**src/rtl/led_seq_ctrl_if.sv**
```systemverilog
// MMIO bus bundle shared by the memory-mapped peripherals (re/rd/we/wd/addr[31:2]).
interface led_seq_ctrl_if;
    logic        re;
    logic [31:0] rd;
    logic        we;
    logic [31:0] wd;
    logic [31:2] addr;

    modport master (
        output re,
        output we,
        output wd,
        output addr,
        input  rd
    );

    modport slave (
        input  re,
        input  we,
        input  wd,
        input  addr,
        output rd
    );
endinterface

```
**src/rtl/led_seq_ctrl.sv**
```systemverilog
// Memory-mapped LED sequencer: software programs pattern, step period and mode;
// a prescaler and step engine then animate the 8 LEDs autonomously.
module led_seq_ctrl #(
    parameter int unsigned                PERIOD_WIDTH = 24,
    parameter logic [PERIOD_WIDTH-1:0]    RESET_PERIOD = PERIOD_WIDTH'(1_000_000)
) (
    input  logic           clk,
    input  logic           reset,
    led_seq_ctrl_if.slave  bus,
    output logic [7:0]     led
);

    localparam int unsigned LED_W  = 8;
    localparam int unsigned CNT_W  = 8;
    localparam int unsigned POS_W  = 3;

    localparam logic [1:0] ADDR_CTRL    = 2'd0;
    localparam logic [1:0] ADDR_PATTERN = 2'd1;
    localparam logic [1:0] ADDR_PERIOD  = 2'd2;
    localparam logic [1:0] ADDR_STATUS  = 2'd3;

    typedef enum logic [1:0] {
        MODE_STATIC = 2'd0,
        MODE_BLINK  = 2'd1,
        MODE_ROTATE = 2'd2,
        MODE_BOUNCE = 2'd3
    } mode_e;

    typedef enum logic {
        DIR_UP   = 1'b0,
        DIR_DOWN = 1'b1
    } dir_e;

    // Software-visible registers
    mode_e                   mode_q,     mode_d;
    logic                    en_q,       en_d;
    logic [LED_W-1:0]        pattern_q,  pattern_d;
    logic [PERIOD_WIDTH-1:0] period_q,   period_d;

    // Animation state
    logic [PERIOD_WIDTH-1:0] tick_q,     tick_d;
    logic [CNT_W-1:0]        step_cnt_q, step_cnt_d;
    logic [LED_W-1:0]        cur_q,      cur_d;
    logic                    phase_q,    phase_d;
    logic [POS_W-1:0]        pos_q,      pos_d;
    dir_e                    dir_q,      dir_d;
    logic [LED_W-1:0]        led_q,      led_d;

    logic [1:0]              reg_sel;
    logic                    wr_ctrl;
    logic                    wr_pattern;
    logic                    wr_period;
    logic                    restart;
    logic                    running;
    logic [PERIOD_WIDTH-1:0] tick_last;
    logic                    step;
    logic                    unused_bits;

    assign reg_sel    = bus.addr[3:2];
    assign wr_ctrl    = bus.we && (reg_sel == ADDR_CTRL);
    assign wr_pattern = bus.we && (reg_sel == ADDR_PATTERN);
    assign wr_period  = bus.we && (reg_sel == ADDR_PERIOD);
    assign restart    = wr_ctrl || wr_pattern || wr_period;
    assign running    = en_q && (mode_q != MODE_STATIC);

    // PERIOD of zero behaves like one: a step on every cycle.
    assign tick_last  = (period_q == '0) ? '0 : period_q - PERIOD_WIDTH'(1);
    assign step       = running && (tick_q == tick_last);

    // Upper address bits and excess write-data bits are intentionally ignored.
    assign unused_bits = ^{bus.addr[31:4], bus.wd};

    // Register writes, restart, prescaler and per-mode step update
    always_comb begin
        mode_d     = mode_q;
        en_d       = en_q;
        pattern_d  = pattern_q;
        period_d   = period_q;
        tick_d     = tick_q;
        step_cnt_d = step_cnt_q;
        cur_d      = cur_q;
        phase_d    = phase_q;
        pos_d      = pos_q;
        dir_d      = dir_q;

        if (wr_ctrl) begin
            mode_d = mode_e'(bus.wd[1:0]);
            en_d   = bus.wd[2];
        end
        if (wr_pattern) begin
            pattern_d = bus.wd[LED_W-1:0];
        end
        if (wr_period) begin
            period_d = bus.wd[PERIOD_WIDTH-1:0];
        end

        if (restart) begin
            // A restart takes priority over a step due in the same cycle.
            tick_d     = '0;
            step_cnt_d = '0;
            phase_d    = 1'b0;
            pos_d      = '0;
            dir_d      = DIR_UP;
            cur_d      = pattern_d;
        end else if (running) begin
            if (step) begin
                tick_d     = '0;
                step_cnt_d = step_cnt_q + CNT_W'(1);
                unique case (mode_q)
                    MODE_BLINK: begin
                        phase_d = ~phase_q;
                    end
                    MODE_ROTATE: begin
                        cur_d = {cur_q[LED_W-2:0], cur_q[LED_W-1]};
                    end
                    MODE_BOUNCE: begin
                        // Turn around on arrival so each end shows for exactly one step.
                        if (dir_q == DIR_UP) begin
                            pos_d = pos_q + POS_W'(1);
                            if (pos_q == POS_W'(6)) begin
                                dir_d = DIR_DOWN;
                            end
                        end else begin
                            pos_d = pos_q - POS_W'(1);
                            if (pos_q == POS_W'(1)) begin
                                dir_d = DIR_UP;
                            end
                        end
                    end
                    default: begin
                    end
                endcase
            end else begin
                tick_d = tick_q + PERIOD_WIDTH'(1);
            end
        end
    end

    // LED image from the current state; frozen while an animated mode is disabled
    always_comb begin
        led_d = led_q;
        if (mode_q == MODE_STATIC) begin
            led_d = pattern_q;
        end else if (en_q) begin
            unique case (mode_q)
                MODE_BLINK:  led_d = phase_q ? '0 : cur_q;
                MODE_ROTATE: led_d = cur_q;
                MODE_BOUNCE: led_d = LED_W'(1) << pos_q;
                default:     led_d = led_q;
            endcase
        end
    end

    // Combinational read mux, zero when not reading
    always_comb begin
        bus.rd = '0;
        if (bus.re) begin
            unique case (reg_sel)
                ADDR_CTRL:    bus.rd = {29'd0, en_q, mode_q};
                ADDR_PATTERN: bus.rd = 32'(pattern_q);
                ADDR_PERIOD:  bus.rd = 32'(period_q);
                ADDR_STATUS:  bus.rd = {16'd0, step_cnt_q, led_q};
                default:      bus.rd = '0;
            endcase
        end
    end

    // State registers with synchronous reset
    always_ff @(posedge clk) begin
        if (reset) begin
            mode_q     <= MODE_STATIC;
            en_q       <= 1'b0;
            pattern_q  <= '0;
            period_q   <= RESET_PERIOD;
            tick_q     <= '0;
            step_cnt_q <= '0;
            cur_q      <= '0;
            phase_q    <= 1'b0;
            pos_q      <= '0;
            dir_q      <= DIR_UP;
            led_q      <= '0;
        end else begin
            mode_q     <= mode_d;
            en_q       <= en_d;
            pattern_q  <= pattern_d;
            period_q   <= period_d;
            tick_q     <= tick_d;
            step_cnt_q <= step_cnt_d;
            cur_q      <= cur_d;
            phase_q    <= phase_d;
            pos_q      <= pos_d;
            dir_q      <= dir_d;
            led_q      <= led_d;
        end
    end

    assign led = led_q;

endmodule
```
**src/flat_wrapper.sv**
```systemverilog
// flat-port wrapper written by rule: the top's interface ports become plain ports
module led_seq_ctrl_flat 
#(
    parameter int unsigned                PERIOD_WIDTH = 24,
    parameter logic [PERIOD_WIDTH-1:0]    RESET_PERIOD = PERIOD_WIDTH'(1_000_000)
)
  (clk, reset, led, bus_re, bus_we, bus_wd, bus_addr, bus_rd);
  led_seq_ctrl_if bus_i ();
  input  logic clk;
  input  logic reset;
  output logic [7:0] led;
  input wire logic [$bits(bus_i.re)-1:0] bus_re;
  input wire logic [$bits(bus_i.we)-1:0] bus_we;
  input wire logic [$bits(bus_i.wd)-1:0] bus_wd;
  input wire logic [$bits(bus_i.addr)-1:0] bus_addr;
  output wire logic [$bits(bus_i.rd)-1:0] bus_rd;
  assign bus_i.re = bus_re;
  assign bus_i.we = bus_we;
  assign bus_i.wd = bus_wd;
  assign bus_i.addr = bus_addr;
  assign bus_rd = bus_i.rd;
  led_seq_ctrl #(.PERIOD_WIDTH(PERIOD_WIDTH), .RESET_PERIOD(RESET_PERIOD)) u_core (.clk(clk), .reset(reset), .bus(bus_i), .led(led));
endmodule
```
**config.mk**
```make
export PLATFORM = sky130hd
export DESIGN_NAME = led_seq_ctrl_flat
export DESIGN_NICKNAME = d
export VERILOG_FILES = /design/src/rtl/led_seq_ctrl_if.sv /design/src/rtl/led_seq_ctrl.sv /design/src/flat_wrapper.sv
export SDC_FILE = /design/constraint.sdc
export NUM_CORES = 1
export LEC_CHECK = 0
export ABC_AREA = 1
export BUFFER_PORTS_ARGS = -buffer_cell sky130_fd_sc_hd__buf_2
export CAP_MARGIN = 30
export CORE_MARGIN = 2
export CORE_UTILIZATION = 57
export CTS_BUF_LIST = sky130_fd_sc_hd__clkbuf_4 sky130_fd_sc_hd__clkbuf_8 sky130_fd_sc_hd__clkbuf_16
export CTS_CLUSTER_SIZE = 28
export DETAILED_ROUTE_END_ITERATION = 6
export PLACE_DENSITY = 0.9
export SLEW_MARGIN = 25
export SYNTH_ARGS = -nofsm -noshare
export SYNTH_HDL_FRONTEND = slang
export SYNTH_SLANG_ARGS = --single-unit
```
**constraint.sdc**
```tcl
create_clock -name clk -period 3.4 [get_ports clk]
set_input_delay 0.68 -clock clk [delete_from_list [all_inputs] [get_ports clk]]
set_output_delay 0.68 -clock clk [all_outputs]
set_load 0.005 [all_outputs]
```
# Word level (Yosys, flattened, before mapping)
# Cells that the tools add are included.
op_classes:
  addsub: 5
  eq_ne: 9
  shifts: 1
  n_mux: 17
  bitwise: 1
  reduce_logical: 22
op_table:
  columns: ["cell", "n"]
  rows:
  - ["32-bit one-hot mux with 4 select lines", 1]
  - ["8-bit two-way mux", 8]
  - ["24-bit two-way mux", 2]
  - ["32-bit two-way mux", 1]
  - ["24-bit by 1-bit adder with 24-bit output (second input constant)", 1]
  - ["24-bit == test", 1]
  - ["24-bit zero test", 1]
  - ["8-bit one-hot mux with 3 select lines", 1]
  - ["24-bit by 1-bit subtractor with 24-bit output (second input constant)", 1]
  - ["2-bit nonzero test", 5]
  - ["3-bit AND reduction", 3]
  - ["8-bit by 1-bit adder with 8-bit output (second input constant)", 1]
  - ["2-bit == test (second input constant)", 4]
  - ["1-bit by 3-bit left shift with 8-bit output (first input constant)", 1]
  - ["1-bit logical AND", 5]
  - ["2-bit by 1-bit == test with 1-bit output (second input constant)", 2]
  - ["2-bit zero test", 2]
  - ["2-bit AND reduction", 2]
  - ["4-bit nonzero test", 1]
  - ["3-bit by 1-bit adder with 3-bit output (second input constant)", 1]
  - ["3-bit by 1-bit == test with 1-bit output (second input constant)", 1]
  - ["3-bit == test (second input constant)", 1]
  - ["1-bit two-way mux", 3]
  - ["3-bit two-way mux", 1]
  - ["4 further kinds", 5]
totals:
  ff_bits: 88
  inputBits: 66
  output_inout_bits: 40
  elab_cells: 66

# Depth between registers and ports, before layout
depth:
  word_depth: 7
  ltp_mapped: 19
  ltp_nobuf: 19

# Worst setup path before layout
# OpenSTA, ideal clock, no wires.
synth_timing:
  kind: "input to output"
  startpoint: "input port bus_addr[1]"
  endpoint: "output port bus_rd[6]"
  arrival_ns: 1.735
  required_time_ns: 2.720
  setup_slack_ns: 0.985
  cell_stages: 7
  path_buffers: 1
  cell_sequence: "inv_1 > nor2_1 > inv_1 > clkbuf_1 > o221ai_1 > nand2_1 > inv_1"
synth_between:
  elab_chain_len: 3
  elab_cells_between_ends: 6
  classes_between: "3 x eq/ne; 2 x mux; 1 x reduce/logical"
synth_lines:
  columns: ["element", "line_no", "rtl"]
  rows:
  - ["start, declared", "flat_wrapper.sv:15", "input wire logic [$bits(bus_i.addr)-1:0] bus_addr;"]
  - ["2-bit == test, or another cell as far along", "led_seq_ctrl.sv:158", "unique case (reg_sel)"]
  - ["32-bit one-hot mux with 4 select lines *", "led_seq_ctrl.sv:158", null]
  - ["32-bit two-way mux *", "led_seq_ctrl.sv:157", "if (bus.re) begin"]
  - ["end, declared", "flat_wrapper.sv:16", "output wire logic [$bits(bus_i.rd)-1:0] bus_rd;"]
# Mark *: on every way between the ends. The rest lies on a longest branch, timed or not. The select of a mux whose other input is x is not followed.

# Final worst setup path
layout_timing:
  startpoint: "register u_core.period_q[0]"
  endpoint: "register u_core.dir_q"
layout_between:
  elab_chain_len: 5
  elab_cells_between_ends: 6
  classes_between: "1 x add/sub; 1 x eq/ne; 1 x mux; 3 x reduce/logical"
layout_lines:
  columns: ["element", "line_no", "rtl"]
  rows:
  - ["start, declared", "led_seq_ctrl.sv:38", "logic [PERIOD_WIDTH-1:0] period_q, period_d;"]
  - ["start signal, assigned", "led_seq_ctrl.sv:186", "period_q <= period_d;"]
  - ["24-bit by 1-bit subtractor with 24-bit output / 24-bit zero test (equally long branches)", "led_seq_ctrl.sv:67", "assign tick_last = (period_q == '0) ? '0 : period_q - PERIOD_WIDTH'(1);"]
  - ["24-bit two-way mux *", "led_seq_ctrl.sv:67", null]
  - ["24-bit == test *", "led_seq_ctrl.sv:68", "assign step = running && (tick_q == tick_last);"]
  - ["1-bit logical AND *", "led_seq_ctrl.sv:68", null]
  - ["3-bit AND reduction (no source line) *", null, null]
  - ["end signal, assigned", "led_seq_ctrl.sv:192", "dir_q <= dir_d;"]
  - ["end, declared", "led_seq_ctrl.sv:46", "dir_e dir_q, dir_d;"]
# Mark *: on every way between the ends. The rest lies on a longest branch, timed or not.
# A chain may end at the register's enable or synchronous reset.

==> impl_metrics.toml <==
[clocking]
clkSlewWorstSetupHoldPaths_ps = 100
cts_sinks = 88
cts_setup_buffers = 0
clk_path_buf_depth = 2
cts-root-buf = "clkbuf_8"
cts_tree = "built"
htree_levels = 3
post_cts_resized = 0
cts_hold_buffers = 0
numCtsBuffers = 9
clock_latency_ps = 390

[setup_path]
start_kind = "register"
crit_arrival_ps = 3380
r2r_slack_ps = 310
cp-end-kind = "register"
critPathKind = "reg -> reg"
required_ps = 3700
worst-path-max-fanout = 25

[floorplan]
ios = 106
dieArea_um2 = 11290
rows = 37
core-area_um2 = 10230
die_x_um = 106.3
initial_utilization = 0.5827
die_y_um = 106.3

[layout]
ff_latch_area_um2 = 1762
drive_above_1_share = 0.1144
areaGrowthSynthToFinish_pct = 9.444
diodes = 0
multi_input_area_um2 = 3550
final_common_cell = "nand2_1"
final_cell_mix = "nand2_1 (262), nor2_1 (126), inv_1 (120)"
stdcell_count = 1150
final.fill_count = 946
finish.utilization = 0.6378
nNetsFinal = 1089

[job]
maxCapViolCount = 0

[pwr]
leakage_nw = 2.873
worst_ir_drop_vdd_mv = 0.3328
p_per_area_nw_per_um2 = 331.6

[place]
dp_cells = 1131
gp_congestion = 0.9830
io_buffers = 61
dpl.hpwl_um = 12360

[drt]
wl_met2_um = 7943
wl_met3_um = 1095
postRouteAntennaNets = 0
drc = 0
wl_met1_um = 6700
drt-total-wl_um = 16520
drtIter0Drc = 426
vias = 6370
drt-wirelength-per-cell_um = 14.36
dr.pass1.iters = 5
vias_per_cell = 5.539
highest-signal-layer = "met4"

[sta]
setup_violations = 0
worstMarginPinSlew_ps = 727.0
fmax_mhz = 324.0
slew_viol_final = 0
timing.final.crit_share = 0.9078
period_minus_slack_ps = 3086
slew_headroom = 0.5135
finClkSkew_ps = 10.07
finalHoldViolations = 0

[global_route]
globalRouteOverflowTotal = 0
globalRouteTotalUtil = 0.2960
grt_max_degree = 48
grt_pass1_wl_um = 26680
grt_pass1_vias = 5790
antenna_found_initial = 0

[run_status]
status = "finished clean"

[yosys]
yosys-top-cells-area = "dfxtp_1 (30%), nand2_1 (16%), nor2_1 (7.9%)"
avgSynthCellArea_um2 = 6.236
yosys.area.top_type = "dfxtp_1"
syn_inst = 956
synth-seq-cells = 88
ys_seq_area_frac = 0.2955
synth_cell_types = 41
synth_area_um2 = 5962
synth_warnings = 0
yosys.area.top_type_share = 0.2955

[hold_path]
hold_class = "reg -> reg"
stage by stage:
stage	setup WS (ps)	setup TNS (ps)	hold slack (ps)	instance area [µm²]	power [mW]
after global routing	-28.83	-80.20	509.8	6525	2.262
after floorplan	984.7	0	457.6	5988	1.343
final	313.6	0	483.2	6525	2.163
after global placement	362.2	0	461.4	6287	1.427
after detailed placement	273.2	0	473.3	6287	1.433
after CTS	244.3	0	487.9	6485	2.155
per-layer routing:
metal / vias to the layer above / track usage
li1: 3181 / -
met1: 2867 / 0.3549
met2: 263 / 0.5110
met3: 59 / 0.04292
met4: 0 / 0.1551
met5: - / 0
worst max-delay path, stage by stage, from the launching register on:
cell and delay, ps:
dfxtp_1 320, inv_1 160, ha_1 330, nand2_4 120, nor2_8 220, nand3_4 290
nand3_1 220, nand2_1 60, nor2_1 150, nand2_1 80, nor2_1 110, nand2_1 70
nor2_2 240, nand2_4 130, nand2_4 250, nand2_1 100, nand2_1 90, inv_1 40
sequential cells by signal (all words and copies together), names as in the netlist:
name,count
u_core.en_q,1
u_core.led,8
u_core.dir_q,1
u_core.pos_q,3
u_core.step_cnt_q,8
u_core.period_q,24
u_core.phase_q,1
u_core.cur_q,8
u_core.tick_q,24
u_core.mode_q,2
u_core.pattern_q,8
report_power, final:
part           leakage [nW]  switching [mW]  internal (mW)
sequential            0.714          0.0290           1.06
clock                 0.101           0.453          0.288
combinational          2.06           0.223          0.112
layout make-up:
type | count | area share
multi-input combinational | 717 | 0.5440
sequential | 88 | 0.2700
inverter | 124 | 0.07133
timing repair buffer | 69 | 0.05829
tap | 136 | 0.02608
clock buffer | 9 | 0.01898
clock inverter | 7 | 0.01131
worst paths after layout:
path                                 to                            start  depth (start not counted)
max           u_core.dir_q$_SDFFE_PP0P_  u_core.period_q[0]$_SDFFE_PP0P_                         17
min          u_core.led[5]$_SDFFE_PP0P_   u_core.pattern_q[5]$_SDFF_PP0_                          2
max reg2reg   u_core.dir_q$_SDFFE_PP0P_  u_core.period_q[0]$_SDFFE_PP0P_                         17
min reg2reg  u_core.led[5]$_SDFFE_PP0P_   u_core.pattern_q[5]$_SDFF_PP0_                          2
synth_stat cells, drive strengths merged:
library cell,number
o22ai,2
and2,2
a21o,1
nor2,138
nor3,20
mux2i,3
inv,120
o32ai,1
o21bai,1
ha,14
nor3b,1
conb,1
nand3,77
clkinv,4
o21ai,49
nand3b,2
a31oi,8
a211oi,3
clkbuf,17
a221oi,4
xor2,21
dfxtp,88
or2,6
o211ai,7
o221ai,5
a21oi,37
buf,18
nand2,269
nand4,31
nor4,6
logic make-up after synthesis:
group           Yosys count  share of synthesized area
compound gates          118                     0.1125
xor+xnor                 21                    0.03085
fa+ha+maj                14                    0.02938
buf+inv                 159                     0.1152
flops                    88                     0.2955
mux                       3                   0.005037
other cells               1                  0.0006290
simple gates            552                     0.4109
Note: power is estimated with default switching activity, not from simulation.
